<file path="config.mk">
export PLATFORM = sky130hd
export DESIGN_NAME = vpu_vec_seq
export DESIGN_NICKNAME = d
export VERILOG_FILES = /design/src/rtl/vpu_pkg.sv /design/src/rtl/vpu_vec_seq.sv
export SDC_FILE = /design/constraint.sdc
export NUM_CORES = 1
export LEC_CHECK = 0
export CAP_MARGIN = 15
export CORE_MARGIN = 1
export CORE_UTILIZATION = 30
export DETAILED_ROUTE_END_ITERATION = 8
export GPL_TIMING_DRIVEN = 0
export SKIP_CTS_REPAIR_TIMING = 1
export SYNTH_ARGS = -nofsm -noshare
export SYNTH_HDL_FRONTEND = slang
export SYNTH_SLANG_ARGS = --single-unit
</file>
<file path="constraint.sdc">
create_clock -name clk -period 6.1 [get_ports clk]
set_clock_uncertainty 0.15 [all_clocks]
set_input_delay 0.61 -clock clk [delete_from_list [all_inputs] [get_ports clk]]
set_output_delay 0.61 -clock clk [all_outputs]
set_load 0.01 [all_outputs]
</file>
<file path="src/rtl/vpu_pkg.sv">
// ============================================================================
// Module  : vpu_pkg
// Brief   : Shared opcode and sequencer-state definitions for the vector unit.
// Revision: 1.0 - initial release
// ============================================================================
`default_nettype none

package vpu_pkg;

   localparam int VPU_OP_W = 4;

   typedef enum logic [VPU_OP_W-1:0] {
      VPU_ADD  = 4'd0,
      VPU_SUB  = 4'd1,
      VPU_RELU = 4'd2
   } vpu_opcode_e;

   typedef enum logic [1:0] {
      SEQ_IDLE  = 2'd0,
      SEQ_RUN   = 2'd1,
      SEQ_DRAIN = 2'd2,
      SEQ_FIN   = 2'd3
   } vpu_seq_state_e;

endpackage : vpu_pkg

`default_nettype wire

</file>
<file path="src/rtl/vpu_vec_seq.sv">
// ============================================================================
// Module  : vpu_vec_seq
// Brief   : Vector command sequencer feeding the combinational VPU ALU with a
//           single registered result stage on a valid/ready output stream.
// Revision: 1.0 - initial release
// ============================================================================
`default_nettype none

module vpu_vec_seq
   import vpu_pkg::*;
#(
   parameter int DATA_W = 32,
   parameter int OP_W   = 4,
   parameter int LEN_W  = 16
) (
   input  logic              clk,
   input  logic              rst_n,
   input  logic              cmd_valid,
   output logic              cmd_ready,
   input  logic [OP_W-1:0]   cmd_opcode,
   input  logic [LEN_W-1:0]  cmd_len,
   input  logic              in_valid,
   output logic              in_ready,
   input  logic [DATA_W-1:0] in_op0,
   input  logic [DATA_W-1:0] in_op1,
   output logic              op_start,
   output logic [DATA_W-1:0] op_operand0,
   output logic [DATA_W-1:0] op_operand1,
   output logic [OP_W-1:0]   op_opcode,
   input  logic [DATA_W-1:0] op_result,
   output logic              out_valid,
   input  logic              out_ready,
   output logic [DATA_W-1:0] out_data,
   output logic              out_last,
   output logic              busy,
   output logic              done
);

   vpu_seq_state_e    r_state;
   vpu_seq_state_e    w_state_nxt;
   logic [LEN_W-1:0]  r_cnt;
   logic [LEN_W-1:0]  r_len;
   logic [OP_W-1:0]   r_opcode;
   logic              r_out_valid;
   logic [DATA_W-1:0] r_out_data;
   logic              r_out_last;
   logic              w_accept;
   logic              w_is_last;
   logic              w_out_hs;

   assign w_is_last = (r_cnt == (r_len - LEN_W'(1)));
   assign w_out_hs  = r_out_valid && out_ready;

   assign op_opcode = r_opcode;
   assign out_valid = r_out_valid;
   assign out_data  = r_out_data;
   assign out_last  = r_out_last;
   assign busy      = (r_state != SEQ_IDLE);

   always_comb begin
      w_state_nxt = r_state;
      cmd_ready   = 1'b0;
      in_ready    = 1'b0;
      op_start    = 1'b0;
      op_operand0 = '0;
      op_operand1 = '0;
      done        = 1'b0;
      w_accept    = 1'b0;
      case (r_state)
         SEQ_IDLE: begin
            cmd_ready = 1'b1;
            if (cmd_valid) begin
               w_state_nxt = (cmd_len == '0) ? SEQ_FIN : SEQ_RUN;
            end
         end
         SEQ_RUN: begin
            // A pending result may be replaced in the same cycle it is consumed.
            in_ready    = !r_out_valid || out_ready;
            w_accept    = in_valid && in_ready;
            op_start    = w_accept;
            op_operand0 = in_op0;
            op_operand1 = in_op1;
            if (w_accept && w_is_last) begin
               w_state_nxt = SEQ_DRAIN;
            end
         end
         SEQ_DRAIN: begin
            if (w_out_hs) begin
               w_state_nxt = SEQ_FIN;
            end
         end
         SEQ_FIN: begin
            done        = 1'b1;
            w_state_nxt = SEQ_IDLE;
         end
         default: w_state_nxt = SEQ_IDLE;
      endcase
   end

   always_ff @(posedge clk or negedge rst_n) begin
      if (!rst_n) begin
         r_state     <= SEQ_IDLE;
         r_cnt       <= '0;
         r_len       <= '0;
         r_opcode    <= '0;
         r_out_valid <= 1'b0;
         r_out_data  <= '0;
         r_out_last  <= 1'b0;
      end else begin
         r_state <= w_state_nxt;
         case (r_state)
            SEQ_IDLE: begin
               if (cmd_valid) begin
                  r_opcode <= cmd_opcode;
                  r_len    <= cmd_len;
                  r_cnt    <= '0;
               end
            end
            SEQ_RUN: begin
               if (w_accept) begin
                  r_out_data  <= op_result;
                  r_out_valid <= 1'b1;
                  r_out_last  <= w_is_last;
                  r_cnt       <= r_cnt + LEN_W'(1);
               end else if (w_out_hs) begin
                  r_out_valid <= 1'b0;
                  r_out_last  <= 1'b0;
               end
            end
            SEQ_DRAIN: begin
               if (w_out_hs) begin
                  r_out_valid <= 1'b0;
                  r_out_last  <= 1'b0;
               end
            end
            default: ;
         endcase
      end
   end

endmodule : vpu_vec_seq

`default_nettype wire

</file>
==> Implementation_results.wiki, run 1 <==
{| class="wikitable"
! Metric !! Value
|-
| Status || complete, no violations
|-
| Post-Syn Area per Cell || ~8.9 um2
|-
| Max-cap viol count || 0
|-
| Synthesis warning total || 0
|-
| I/O pins || 228
|-
| DRC viols || 0
|-
| Setup slack, reg-to-reg || 3.26 ns
|-
| DRT iter0 DRCs || approximately 170
|-
| Shortest period the worst path allows || about 3.7 ns
|-
| CTS tree || done
|-
| Count of input and output buffers || 227
|-
| Remaining global-route overflow || 0
|-
| Number of endpoints failing setup at the final stage || 0
|-
| Nets@finish || just over 800
|-
| Total number of H-tree levels || 3
|-
| Final hold slack || 0.3236 ns
|-
| Area taken by multi-input logic gates || approximately 0.0022 mm2
|-
| Number of clock sinks || 72
|-
| Global-route wire length before repair || between 20000 and 25000 um
|-
| Total inserted antenna cells || 0
|-
| Number of global-route vias before repair || 3997
|-
| Drt via density || roughly 4.7
|-
| Worst-Margin Slew || roughly 0.60 ns
|-
| Overall power consumption || 1152 uW
|-
| Post-route fraction of the period consumed by the critical path || just over 60%
|-
| P&R area growth vs syn || 69.29%
|-
| Most used flip-flop cell after synthesis || dfrtp_1
|-
| Worst EP arrival || 2.98 ns
|-
| Global routing usage summed across all routing layers || about a fifth
|-
| DIE WIDTH || 119.3 um
|-
| Kind of start point of the critical path || flop
|-
| Setup tns final || 0 ns
|-
| EDFF count, synth || 0
|-
| Crit end category || output port
|-
| Clock tree root driver cell || clkbuf_16
|-
| Vias after detailed routing || ~4.2k
|-
| Achievable Freq || approximately 270 MHz
|-
| Count of nets left with antenna violations after detail routing || 0
|-
| Gate count after technology mapping || 464
|-
| Maximum number of pins on one net before global-route repair || 72
|-
| Vertical die dimension || between 100 and 150 um
|-
| Share of layout cells above drive strength 1 || around 6.6%
|-
| Number of endpoints with negative hold slack in the final report || 0
|-
| Total number of placement rows || 42
|-
| Cell area after technology mapping || roughly 0.0041 mm2
|-
| Clk pin slew, worst setup/hold paths || roughly 0.06 ns
|-
| Slowest-stage cell, CP || clkdlybuf4s50_1
|-
| Dpl hpwl || 11020 um
|-
| Post-synthesis net count || between 500 and 600
|-
| CTS buffer count || 9
|-
| Area of all sequential standard cells || between 0.0015 and 0.002 mm2
|-
| Number of antenna violations at the first check in global routing || 0
|-
| Core area || roughly 0.013 mm2
|-
| Max transition margin || 59.67%
|-
| Setup repair after global routing missed its margin || no
|-
| Initial DRT Pass Iterations || 4
|-
| Req. time, crit path || approximately 5.3 ns
|-
| Die footprint || 0.01423 mm2
|-
| Most common cell type on the critical path || clkbuf_1
|-
| Peak supply drop || around 0.00012 V
|-
| Post-synthesis sequential area ratio || ~44%
|-
| Wire length per cell || between 15 and 20 um
|-
| Count of final max-slew check failures || 0
|-
| Fill cell instance count of the final layout || ~1.3k
|-
| Max Fanout on Critical Path || 10
|-
| Delay of the slowest cell on the worst path || between 0.5 and 0.6 ns
|-
| Initial core utilization || between 30% and 40%
|-
| FFs w/ async S/R, synth || between 90% and 100%
|-
| Maximum number of buffers from clock root to sink || 2
|-
| Series of cell instances along the critical path || inv_1, ha_1, clkbuf_1, clkbuf_1, clkbuf_1, and2_1, clkdlybuf4s50_1
|-
| Library cells used by synthesis || 51
|-
| Final wirelength || approximately 14000 um
|-
| Number of storage elements in the synthesis netlist || 72
|-
| Core occupancy in the finished layout || a little over half
|-
| Type of the worst setup path || flop to output port
|-
| Final weighted congestion in routability-driven placement || approximately 0.84
|-
| Hold Crit Class || flop to flop
|-
| Power per unit of standard cell area || 164.8 mW/mm2
|-
| Worst skew pair latency || approximately 0.33 ns
|-
| Static leakage power || a little over 0.003 uW
|}
==> logic make-up (layout without fill, tap and decap cells) <==
family	Yosys count	after routing	synth area share, %
buffers and inverters	34	279	3.486
muxes	21	21	5.729
DFF	72	72	43.65
and+or+nand+nor	266	266	32.71
xor gates and xnor gates	29	29	6.153
adders and majority gates	6	6	1.819
AOI/OAI and AO/OA	36	36	6.457
==> power by group <==
part           switching, uW  internal, uW
Sequential                 0           478
Combinational           22.1          69.6
Clock                    201           381
==> critical path: cells and delay by family, from the launching register on <==
kind / cells / cell delay [ns]
AND/OR/NAND/NOR: 1 / 0.20
buffers and inverters: 5 / 1.86
adder cells (fa/ha/maj): 1 / 0.17
flip-flops: 1 / 0.41
==> worst paths after layout <==
kind	startpoint	to	depth (start not counted)
setup / recovery	r_state[1]	op_operand0[11]	7
hold / removal	out_data[0]	out_data[0]	2
setup reg to reg	r_len[0]	out_last	7
hold reg to reg	out_data[0]	out_data[0]	2
max in group asynchronous	rst_n	out_data[21]	3
min in group asynchronous	rst_n	op_opcode[3]	2
==> metrics by stage <==
step                instances  instance area, um2  setup slack, ns
finish                    885                6988            2.362
global route              885                6988            2.115
CTS                       884                6978            2.317
detailed placement        868                6645            2.604
global placement          867                6620            1.755
floorplan                 464                4128            3.543
==> metal layers <==
layer	GRT usage, %	part of all wire [%]	vias to the layer above
li1	-	-	2037
met1	23.61	42	1961
met2	35.61	51	138
met3	3.831	5.7	14
met4	6.172	1.4	0
met5	0	0	-
==> layout by cell type, fill, tap and decap left out, types with 3 or more instances in the layout <==
master             n
nor2_1            23
a211oi_1           3
ha_1               6
nor3_1            10
mux2_2            21
nand2_1          112
and2_1            69
nor4_1             9
nand4_1            8
dfrtp_1           72
nor3b_1            3
buf_1              3
nand3_1            7
o21ai_0            6
clkbuf_16          9
clkdlybuf4s50_1  226
xor2_1            13
and3_1             3
a21oi_1            4
clkbuf_1          18
or4_1              5
xnor2_1           16
inv_1             10
==> final cells by class <==
type                       count  area share, %
clock inverter                 4          1.092
buffer                        23          1.468
sequential                    72          25.78
multi-input combinational    358          31.23
timing repair buffer         229          33.02
clock buffer                  12          3.671
tap                          176          3.151
inverter                      11         0.5909
==> synth_stat cells, drive strengths merged, types with 6 or more instances <==
cell	number	area, um2
nand2	112	420.4
buf	6	38.78
xor2	13	113.9
nor2	23	86.33
xnor2	16	140.1
inv	11	41.29
mux2	21	236.5
dfrtp	72	1802
o21ai	7	35.03
ha	6	75.07
clkbuf	17	63.81
and2	69	431.7
nand3	7	35.03
nor3	10	50.05
nor4	9	56.30
nand4	8	50.05
or4	6	48.80
==> registers in the layout, indices dropped and copies added (netlist names) <==
register   cells
out_data      32
r_cnt         16
r_len         16
op_opcode      4
r_state        2
out_last       1
out_valid      1
Note: power is estimated with default switching activity, not from simulation.
==> run 2: changes to the inputs <==
PLACE_DENSITY = 0.67   (was unset)
clock period = 3.18 ns   (was 6.1 ns; I/O delays follow)
==> run 2 against run 1 <==
The flow now finishes with violations (negative hold slack). Die area stayed put. Combinational power grew 86%. Total power up 88%. Critical endpoint is now op_start. Highest routed layer unchanged.
==> Implementation_results.wiki, run 2 (synthesized netlist as in run 1, its figures left out) <==
{| class="wikitable"
! Metric !! Value
|-
| Number of clock sinks || 72
|-
| Top library cells by usage in the layout, fill and taps aside || clkdlybuf4s50_1 (226), nand2_1 (112), dfrtp_1 (72)
|-
| Global-route wire length before repair || 21270 um
|-
| Total number of H-tree levels || 3
|-
| Nets@finish || a little over 800
|-
| Delay of the slowest cell on the worst path || 0.62 ns
|-
| Type of the worst setup path || flop to output port
|-
| Setup repair after global routing missed its margin || no
|-
| Final wirelength || approximately 14000 um
|-
| Count of final max-slew check failures || 0
|-
| Count of input and output buffers || around 230
|-
| Peak supply drop || roughly 0.00025 V
|-
| Max-cap viol count || 0
|-
| I/O pins || between 200 and 250
|-
| DRT iter0 DRCs || approximately 160
|-
| Share of layout cells above drive strength 1 || approximately 7%
|-
| Initial DRT Pass Iterations || 4
|-
| Shortest period the worst path allows || ~3 ns
|-
| Most common library cell in the layout ignoring fill and taps || clkdlybuf4s50_1
|-
| Number of endpoints failing setup at the final stage || 0
|-
| Number of flip-flops under the largest register name || 32
|-
| CTS tree || done
|-
| Worst EP arrival || approximately 2.5 ns
|-
| Final hold slack || -0.03165 ns
|-
| Remaining global-route overflow || 0
|-
| P&R area growth vs syn || 68.08%
|-
| Final weighted congestion in routability-driven placement || between 0.8 and 0.9
|-
| Total inserted antenna cells || 0
|-
| Number of endpoints with negative hold slack in the final report || between 70 and 80
|-
| Global routing usage summed across all routing layers || 19.18%
|-
| Series of cell instances along the critical path || inv_1, ha_1, nand3_1, inv_2, buf_1, clkdlybuf4s50_1
|-
| Hold Crit Class || input port to asynchronous set/reset pin
|-
| Clk pin slew, worst setup/hold paths || 0.06 ns
|-
| Status || complete, but fails checks
|-
| Count of nets left with antenna violations after detail routing || 0
|-
| Worst-Margin Slew || approximately 0.9 ns
|-
| Req. time, crit path || 2.71 ns
|-
| CTS buffer count || 9
|-
| Post-route fraction of the period consumed by the critical path || 92.64%
|-
| Dpl hpwl || 10750 um
|-
| Wire length per cell || ~15 um
|-
| Core occupancy in the finished layout || between 50% and 60%
|-
| Kind of start point of the critical path || flop
|-
| DIE WIDTH || around 120 um
|-
| Achievable Freq || approximately 340 MHz
|-
| Vias after detailed routing || between 4k and 5k
|-
| Clock tree root driver cell || clkbuf_16
|-
| Die footprint || between 0.01 and 0.015 mm2
|-
| Violated checks || negative hold slack
|-
| Maximum number of pins on one net before global-route repair || 73
|-
| Static leakage power || slightly above 0.003 uW
|-
| Core area || roughly 0.013 mm2
|-
| DRC viols || 0
|-
| Crit end category || output port
|-
| Number of global-route vias before repair || about 4.2k
|-
| Number of antenna violations at the first check in global routing || 0
|-
| Max transition margin || between 40% and 50%
|-
| Maximum number of buffers from clock root to sink || 2
|-
| Power per unit of standard cell area || roughly 310 mW/mm2
|-
| Max Fanout on Critical Path || 10
|-
| Drt via density || about 4.7
|-
| Overall power consumption || about 2200 uW
|-
| Initial core utilization || a little under a third
|-
| Slowest-stage cell, CP || clkdlybuf4s50_1
|-
| Worst skew pair latency || roughly 0.34 ns
|-
| Vertical die dimension || about 120 um
|-
| Total number of placement rows || 42
|}
run 2: where the power goes:
group / switching [uW] / total (uW) / internal, uW
registers: 0 / 916 / 916
clock network: 388 / 1080 / 690
logic: 41.4 / 171 / 129
run 2: per-layer routing:
metal / wire length [um] / part of all wire [%] / global-route usage (%) / up-vias
li1: - / - / - / 2026
met1: 5468 / 40 / 21.73 / 1971
met2: 7035 / 52 / 34.88 / 155
met3: 852 / 6.2 / 4.071 / 17
met4: 298 / 2.2 / 7.578 / 0
met5: 0 / 0 / 0 / -
run 2: cell type report:
class | count | area [um2]
timing repair buffer | 227 | 2270
inverter | 11 | 41.29
tap | 176 | 220.2
clock buffer | 10 | 229.0
clock inverter | 6 | 92.59
sequential | 72 | 1802
buffer | 22 | 101.3
multi-input combinational | 358 | 2182
fill | 1232 | 6410
run 2: worst max-delay path, delay by kind of cell (launching register included):
family	cells	cell delay (ns)
adders and majority gates	1	0.19
buffers and inverters	4	1.33
DFF	1	0.41
and+or+nand+nor	1	0.22
run 2: worst paths after layout:
path                                   from           end  cells after the start  slack [ns]
worst min register to register  out_data[0]   out_data[0]                      2        0.32
max in group asynchronous             rst_n     r_cnt[11]                      1        2.34
worst min-delay path                  rst_n  out_data[14]                      1       -0.03
worst max-delay path             r_state[1]      op_start                      6        0.23
min in group clk                out_data[0]   out_data[0]                      2        0.32
worst max register to register     r_len[2]      out_last                      7        0.35
run 2: through the flow:
stage          setup TNS [ns]  instances  cell area (um2)  setup slack [ns]
5_1_grt                     0        882             6938           0.03319
3_5_place_dp                0        867             6618            0.1138
4_1_cts                -2.482        883             6939           -0.2690
6_report                    0        882             6938            0.2342
2_1_floorplan               0        464             4128            0.6234
3_3_place_gp           -62.18        867             6620           -0.8670
